===== src/rtl/gen_random_pkg.sv =====
// Shared types and constants for the 2048 tile spawner and related game blocks.
package gen_random_pkg;

   typedef enum logic [2:0] {
      IDLE  = 3'd0,
      COUNT = 3'd1,
      PICK  = 3'd2,
      PLACE = 3'd3,
      DONE  = 3'd4
   } gen_state_t;

   localparam int TILE_EMPTY = 0;
   localparam int SPAWN_LO   = 2;
   localparam int SPAWN_HI   = 4;

   // x^16 + x^14 + x^13 + x^11 + 1 : feedback from bits 15, 13, 12, 10
   localparam logic [15:0] LFSR_TAPS_16 = 16'hB400;
   localparam logic [15:0] LFSR_SEED_16 = 16'hACE1;

endpackage


===== src/rtl/gen_random_seq_lfsr.sv =====
// Free-running Fibonacci LFSR; advances every clock from reset release.
// SEED must be non-zero; TAPS defaults to the 16-bit maximal-length polynomial.
module lfsr_gen
   import gen_random_pkg::*;
#(
   parameter int           W    = 16,
   parameter logic [W-1:0] SEED = LFSR_SEED_16[W-1:0],
   parameter logic [W-1:0] TAPS = LFSR_TAPS_16[W-1:0]
) (
   input  logic         clk,
   input  logic         rst_n,
   output logic [W-1:0] q
);

   // Shift left, feeding the XOR of the tapped bits into bit 0
   always_ff @(posedge clk or negedge rst_n) begin
      if (!rst_n) q <= SEED;
      else        q <= {q[W-2:0], ^(q & TAPS)};
   end

endmodule


===== src/rtl/gen_random_seq.sv =====
// 2048 tile spawner: snapshots an NxN board, counts empty cells, picks one
// uniformly with an LFSR and writes a new tile there.
// Optional macro SPAWN_FOUR_EN: spawn a 4 with 1/16 probability instead of always 2.
module gen_random_seq
   import gen_random_pkg::*;
#(
   parameter int                N      = 4,
   parameter int                TILE_W = 12,
   parameter int                LFSR_W = 16,
   parameter logic [LFSR_W-1:0] SEED   = 16'hACE1
) (
   input  logic                     clk,
   input  logic                     rst_n,
   input  logic                     start,
   input  logic [N*N*TILE_W-1:0]    grid_in,
   output logic [N*N*TILE_W-1:0]    grid_out,
   output logic                     busy,
   output logic                     done,
   output logic                     spawned,
   output logic                     full,
   output logic [$clog2(N*N)-1:0]   spawn_idx,
   output logic [TILE_W-1:0]        spawn_val
);

   localparam int CELLS = N * N;
   localparam int IW    = $clog2(CELLS);
   localparam int CW    = $clog2(CELLS + 1);

   gen_state_t              state, state_nxt;
   logic [TILE_W-1:0]       snap [CELLS];
   logic [CELLS*TILE_W-1:0] snap_flat;
   logic [IW-1:0]           scan_idx;
   logic [CW-1:0]           cnt;
   logic [CW-1:0]           run_cnt;
   logic [IW-1:0]           target;
   logic [TILE_W-1:0]       val_pick;
   logic                    full_i;
   logic [IW-1:0]           idx_rec;
   logic [LFSR_W-1:0]       lfsr;
   logic                    last_cell;
   logic                    cell_empty;
   logic                    hit;

   // Reduce the full-width LFSR value modulo the empty count
   function automatic logic [IW-1:0] pick_target(input logic [LFSR_W-1:0] r,
                                                 input logic [CW-1:0]     c);
      logic [LFSR_W-1:0] m;
      m = r % LFSR_W'(c);
      return m[IW-1:0];
   endfunction

   lfsr_gen #(.W(LFSR_W), .SEED(SEED)) u_lfsr (
      .clk   (clk),
      .rst_n (rst_n),
      .q     (lfsr)
   );

   assign last_cell  = (scan_idx == IW'(CELLS - 1));
   assign cell_empty = (snap[scan_idx] == TILE_W'(TILE_EMPTY));
   assign hit        = cell_empty && (run_cnt == CW'(target));
   assign busy       = (state != IDLE);

   // State register
   always_ff @(posedge clk or negedge rst_n) begin
      if (!rst_n) state <= IDLE;
      else        state <= state_nxt;
   end

   // Next-state logic: two linear scans separated by a single pick cycle
   always_comb begin
      state_nxt = state;
      case (state)
         IDLE:    if (start) state_nxt = COUNT;
         COUNT:   if (last_cell) state_nxt = PICK;
         PICK:    state_nxt = (cnt == '0) ? DONE : PLACE;
         PLACE:   if (last_cell) state_nxt = DONE;
         DONE:    state_nxt = IDLE;
         default: state_nxt = IDLE;
      endcase
   end

   // Flatten the snapshot back into the packed board layout
   always_comb begin
      snap_flat = '0;
      for (int i = 0; i < CELLS; i++) snap_flat[i*TILE_W +: TILE_W] = snap[i];
   end

   // Snapshot storage: load on accepted start, single tile write during PLACE
   always_ff @(posedge clk) begin
      if (state == IDLE && start) begin
         for (int i = 0; i < CELLS; i++) snap[i] <= grid_in[i*TILE_W +: TILE_W];
      end else if (state == PLACE && hit) begin
         snap[scan_idx] <= val_pick;
      end
   end

   // Scan counters, pick decision and result registers
   always_ff @(posedge clk or negedge rst_n) begin
      if (!rst_n) begin
         scan_idx  <= '0;
         cnt       <= '0;
         run_cnt   <= '0;
         target    <= '0;
         val_pick  <= '0;
         full_i    <= 1'b0;
         idx_rec   <= '0;
         grid_out  <= '0;
         done      <= 1'b0;
         spawned   <= 1'b0;
         full      <= 1'b0;
         spawn_idx <= '0;
         spawn_val <= '0;
      end else begin
         done <= 1'b0;
         case (state)
            IDLE: begin
               if (start) begin
                  scan_idx <= '0;
                  cnt      <= '0;
                  full_i   <= 1'b0;
                  idx_rec  <= '0;
               end
            end
            COUNT: begin
               if (cell_empty) cnt <= cnt + 1'b1;
               scan_idx <= last_cell ? '0 : scan_idx + 1'b1;
            end
            PICK: begin
               run_cnt <= '0;
               if (cnt == '0) begin
                  full_i <= 1'b1;
               end else begin
                  target <= pick_target(lfsr, cnt);
`ifdef SPAWN_FOUR_EN
                  val_pick <= (lfsr[3:0] == 4'h0) ? TILE_W'(SPAWN_HI) : TILE_W'(SPAWN_LO);
`else
                  val_pick <= TILE_W'(SPAWN_LO);
`endif
               end
            end
            PLACE: begin
               if (hit) idx_rec <= scan_idx;
               if (cell_empty) run_cnt <= run_cnt + 1'b1;
               scan_idx <= last_cell ? '0 : scan_idx + 1'b1;
            end
            DONE: begin
               grid_out  <= snap_flat;
               done      <= 1'b1;
               spawned   <= !full_i;
               full      <= full_i;
               spawn_idx <= full_i ? '0 : idx_rec;
               spawn_val <= full_i ? '0 : val_pick;
            end
            default: ;
         endcase
      end
   end

endmodule

===== config.mk =====
export PLATFORM = sky130hd
export DESIGN_NAME = gen_random_seq
export DESIGN_NICKNAME = d
export VERILOG_FILES = /design/src/rtl/gen_random_pkg.sv /design/src/rtl/gen_random_seq_lfsr.sv /design/src/rtl/gen_random_seq.sv
export SDC_FILE = /design/constraint.sdc
export NUM_CORES = 1
export LEC_CHECK = 0
export CAP_MARGIN = 10
export CORE_ASPECT_RATIO = 0.6
export CORE_MARGIN = 2
export CORE_UTILIZATION = 53
export DETAILED_ROUTE_END_ITERATION = 8
export GPL_TIMING_DRIVEN = 0
export HOLD_SLACK_MARGIN = 0.02
export PLACE_DENSITY = 0.9
export SYNTH_ARGS = -nofsm -noshare
export SYNTH_HDL_FRONTEND = slang
export SYNTH_SLANG_ARGS = --single-unit

===== constraint.sdc =====
create_clock -name clk -period 30.7 [get_ports clk]
set_clock_uncertainty 0.2 [all_clocks]
set_input_delay 9.21 -clock clk [delete_from_list [all_inputs] [get_ports clk]]
set_output_delay 9.21 -clock clk [all_outputs]
set_load 0.1 [all_outputs]

# Yosys cells after proc, flatten, opt, wreduce, memory -nomap -nowiden
# Memories as Yosys holds them, arrays and structs flattened. A register that Yosys moved wholly into a read port is not among the register bits.
# Cells that the tools add are included.
dict set report word_totals {
  out_inout_bits 212
  regBits 62
  inputBits 195
  mem_bits_rw 192
  n_memories 1
  word_cells 101
}
dict set report op_classes {
  div 1
  reduce_logical 39
  mux 29
  n_addsub 3
  eq_ne 13
  bitwise_logic 1
}
# name depth width rd rd_clocked_by_memory_dff wr line_no
set memory_table {}
lappend memory_table {snap 16 12 17 16 16 gen_random_seq.sv:30} ;# logic [TILE_W-1:0] snap [CELLS];
# cell n
set ops {}
lappend ops {{$mux W4} 5}
lappend ops {{$pmux W5 S2} 2}
lappend ops {{$logic_not A1 Y1} 17}
lappend ops {{$mod A16 B5 Y16} 1}
lappend ops {{$pmux W4 S2} 2}
lappend ops {{$reduce_xor A16 Y1} 1}
lappend ops {{$mux W5} 3}
lappend ops {{$ne A2 B2 Y1 const B} 7}
lappend ops {{$logic_not A12 Y1} 1}
lappend ops {{$mux W12} 1}
lappend ops {{$mux W3} 4}
lappend ops {{$pmux W3 S4} 1}
lappend ops {{$reduce_and A3 Y1} 4}
lappend ops {{$reduce_or A12 Y1} 1}
lappend ops {{$add A5 B1 Y5 const B} 2}
lappend ops {{$reduce_bool A2 Y1} 5}
lappend ops {{$mux W1} 9}
lappend ops {{$eq A3 B2 Y1 const B} 2}
lappend ops {{$reduce_and A2 Y1} 3}
lappend ops {{$eq A5 B4 Y1} 1}
lappend ops {{$logic_not A5 Y1} 1}
lappend ops {{$add A4 B1 Y4 const B} 1}
lappend ops {{$eq A4 B4 Y1 const B} 1}
lappend ops {{$eq A3 B1 Y1 const B} 1}
lappend ops {{other kinds (8)} 10}

# Depth between registers and ports, before layout
# An unclocked memory read counts as a cell.
dict set report logic_depth {
  ltp_word 9
  ltp_mapped 153
  depth_no_buf 148
}

# Hierarchy
# Synthesis repeated with hierarchy kept, for this count alone.
dict set report hier_totals {
  hier_cells 2638
  hier_area_um2 21630.7
}
# module area_each_um2 cells_each n_inst seq_area_each_um2
set by_module_without_submodules {}
lappend by_module_without_submodules {gen_random_seq 21194.1 2619 1 9684.3}
lappend by_module_without_submodules {lfsr_gen 436.7 19 1 410.4}

# Least setup slack after synthesis
# OpenSTA, ideal clock, no wires.
dict set report synth_path {
  path_kind {flip-flop to flip-flop}
  start {register cnt[0]}
  end {register target[0]}
  path_buffers 5
  arrival_time_ps 27587
  slack_ps 2787
  required_time_ps 30374
  stages_incl_launch_ff 147
  setup_ps 126
  synth_period_minus_slack_ps 27913
  cell_sequence {dfrtp_1 > inv_1 > ha_1 > o21ba_1 > nand3b_1 > nor2_1 > xnor2_1 > ha_1 > or3_1 > nand3_1 > o311ai_1 > nand2_1 > inv_1 > ha_1 > o211ai_1 > a21boi_1 > mux2i_1 > ha_1 > [... 111 more ...] > a21oi_1 > nand2_1 > nor3_1 > a31oi_1 > nor3b_2 > nand3_1 > mux2i_1 > fa_1 > a21oi_1 > nor2b_1 > o21ai_0 > nand2b_1 > a21oi_1 > nand4_1 > or4b_4 > a2111oi_4 > nand2_1 > a221o_1}
}
dict set report synth_between {
  elab_chain_cells 3
  elab_cells_between_ends 4
  classes_between {1 x div; 1 x bitwise; 2 x reduce/logical}
}
# item line_no
set synth_lines {}
lappend synth_lines {{from (decl)} gen_random_seq.sv:33} ;# logic [CW-1:0] cnt;
lappend synth_lines {{from (signal assigned)} gen_random_seq.sv:125} ;# if (cell_empty) cnt <= cnt + 1'b1;
lappend synth_lines {{parallel branches: the longest is 3 deep, another holds $mod A16 B5 Y16} --}
lappend synth_lines {{to (signal assigned)} gen_random_seq.sv:133} ;# target <= pick_target(lfsr, cnt);
lappend synth_lines {{to (decl)} gen_random_seq.sv:35} ;# logic [IW-1:0] target;
# Parallel ways; which one is timed is not known.
# A chain may end at the register's enable or synchronous reset.

# Worst setup path in the final report
dict set report layout_path {
  start {register cnt[0]}
  end {register target[3]}
}
# The elaborated chain is that of the path after synthesis.

==> results.json <==
{
  "critical_path_class": "flip-flop to flip-flop",
  "clock-sinks": 435,
  "worstReg2RegEnd": "target[3]$_DFFE_PN0P_",
  "tritoncts": "done",
  "synth_edf_count": 16,
  "hold_violations": 0,
  "pre_cts_ws_ps": -3250,
  "timing.rr.start": "cnt[0]$_DFFE_PN0P_",
  "die_x_um": 266,
  "syn_to_final_growth_pct": 31.8,
  "rows": 57,
  "drtPass1Iterations": 7,
  "synth_commonest_cells": "1,026 x nand2_1, 235 x dfrtp_1, 225 x a21oi_1",
  "cp_max_fo": 10,
  "die-area_um2": 43000,
  "wl_per_cell_um": 22.2,
  "grt_pass1_vias": 22200,
  "yosys_register_bits": 435,
  "cp_slowest_cell": "or4b_4",
  "cts_root_buf": "clkbuf_16",
  "synth_area_um2": 21900,
  "finalNonFillerCells": 3761,
  "max-slew-margin-rel": 0.0610,
  "antenna_found_initial": 15,
  "yosysMostFrequentCell": "nand2_1",
  "ys_types": 104,
  "critPathCaptureType": "flip-flop",
  "utilization": 0.711,
  "hp-start": "u_lfsr.q[5]$_DFF_PN1_",
  "synth_cells": 2689,
  "grt_max_degree": 118,
  "overflow": 0,
  "initial_core_util": 0.539,
  "finalCriticalPeriod_ps": 29710,
  "cts.path.max_buffers": 3,
  "final_layout_size_suffix_gt1_frac": 0.0862,
  "fin_crit_sh": 0.968,
  "vias_per_cell": 6.20,
  "antenna_left": 0,
  "hold_path_end": "u_lfsr.q[6]$_DFF_PN1_",
  "die_h_um": 161,
  "drc_errors": 0,
  "io_pins": 407,
  "worstPathRequired_ps": 30910,
  "yosys.area.top_type_share": 0.269,
  "grt_usage": 0.374,
  "worst_r2r_path_depth": 139,
  "fill_cells": 2912,
  "ctsHtreeMaxLevel": 2,
  "ys.flop_type": "dfrtp_1",
  "cts_made_buffers": 39,
  "vias": 23300,
  "grt_pass1_wl_um": 125000,
  "avgSynthCellArea_um2": 8.14,
  "worst_slack_ps": 991,
  "dp_cells": 3627,
  "maxCapViolations": 0,
  "critPathMaxStageDelay_ps": 570,
  "insertion_delay_ps": 570,
  "final_max_slew_viol_count": 0,
  "synth_top_area_cell": "dfrtp_1",
  "startpoint_type": "flip-flop",
  "worstMarginPinSlew_ps": 1410,
  "ys_warn_count": 0,
  "finalNetCount": 3459,
  "drt_iter0_markers": 3150,
  "routed_wl_um": 83600,
  "dpl.hpwl_um": 61600,
  "outcome": "finished clean",
  "arrival_ps": 29920,
  "setup_viol_count_final": 0,
  "synth_area_leaders": "dfrtp_1 27%, nand2_1 18%, dfxtp_1 16%, a21oi_1 5.1%, ha_1 4.6%",
  "min_path_cells": 0,
  "async_flop_share": 0.559,
  "ys_seq_area_frac": 0.461,
  "gp_congestion": 0.961,
  "max_freq_ghz": 0.0337,
  "holdBufCountCts": 0,
  "cpMostUsedCell": "o21a_1",
  "min_path_type": "flip-flop to flip-flop",
  "reg2reg_slack_ps": 990,
  "io_buffers": 395,
  "core_um2": 40600,
  "path_clk_slew_ps": 70
}
==> kinds of logic (layout without fill, tap and decap cells) <==
| family | count (synthesis) | in the layout | share of synthesized area |
|---|---|---|---|
| other | 1 | 27 | 0.000171 |
| adder cells (fa/ha/maj) | 82 | 82 | 0.0471 |
| multiplexers | 33 | 33 | 0.0161 |
| AND/OR/NAND/NOR | 1414 | 1414 | 0.275 |
| AO/OA/AOI/OAI | 509 | 509 | 0.151 |
| flip-flops | 435 | 435 | 0.461 |
| XOR/XNOR | 43 | 43 | 0.0176 |
| buffers and inverters | 172 | 687 | 0.0321 |
==> registers in the layout, indices dropped and copies added, names as in the netlist <==
signal	flops
val_pick	1
spawned	1
run_cnt	5
spawn_idx	4
idx_rec	4
cnt	5
target	4
done	1
full_i	1
grid_out	192
spawn_val	1
u_lfsr.q	16
full	1
scan_idx	4
state	3
snap	192
==> layer usage <==
layer | GRT usage | wire (um) | vias to the layer above
met2 | 0.541 | 35000 | 1688
met1 | 0.513 | 32900 | 11100
met4 | 0.199 | 5090 | 2
li1 | - | - | 10100
met5 | 0 | 15 | -
met3 | 0.102 | 10600 | 327
==> layout make-up <==
class                      count  area (um^2)  area share
inverter                      29          113     0.00390
timing repair buffer         446         4400       0.153
clock buffer                  54         1170      0.0404
clock inverter                18          246     0.00855
multi-input combinational   2092        11500       0.399
antenna                       16         40.0     0.00139
tap                          531          664      0.0230
sequential                   435        10100       0.350
buffer                       140          598      0.0207
==> critical path, delay by kind of cell, from the launching register on <==
family | cells | cell delay (ps)
fa+ha+maj | 16 | 5030
simple gates | 52 | 9780
flops | 1 | 400
xor+xnor | 1 | 120
buf+inv | 4 | 590
compound gates | 60 | 11560
mux | 6 | 1870
==> placed cells by master (no fill, tap or decap), types with 17 or more instances in the layout <==
cell type	n
nand2_1	1021
clkdlybuf4s50_1	394
dfrtp_1	234
a21oi_1	215
dfxtp_1	176
clkbuf_1	126
nor2_1	109
ha_1	78
buf_4	59
nor3_1	58
o21ai_0	56
clkbuf_16	43
o21a_1	42
nand3_1	32
nor4_1	29
inv_1	27
xnor2_1	27
nand4_1	26
o211ai_1	18
a22o_1	17
==> repair_timing <==
action | CTS | global route
gates resized for setup | 44 | 58
gates cloned | 0 | 1
buffers inserted | 12 | 36
endpoints found under the setup margin | 4 | 4
pin swaps | 6 | 28
==> how the worst max path moves through the flow <==
stage	from	to	slack, ps	cells past startpoint
floorplan	cnt[0]$_DFFE_PN0P_	target[0]$_DFFE_PN0P_	2790	146
global placement	cnt[0]$_DFFE_PN0P_	target[0]$_DFFE_PN0P_	-2270	145
detailed placement	cnt[0]$_DFFE_PN0P_	target[0]$_DFFE_PN0P_	-3250	146
CTS	cnt[0]$_DFFE_PN0P_	target[3]$_DFFE_PN0P_	20	148
global route	cnt[0]$_DFFE_PN0P_	target[3]$_DFFE_PN0P_	-350	146
finish	cnt[0]$_DFFE_PN0P_	target[3]$_DFFE_PN0P_	990	139
==> per-stage QoR <==
stage / hold WS (ps) / setup TNS, ps / area (um^2)
after floorplan: 167 / 0 / 21900
after global placement: 176 / -8930 / 26500
after detailed placement: 184 / -12920 / 26600
after CTS: 200 / 0 / 28300
after global routing: 210 / -1290 / 28800
final: 203 / 0 / 28800
Power is left out: the tool's default activity adds up to more than one toggle a clock period on the data nets, which glitch-free logic cannot reach.
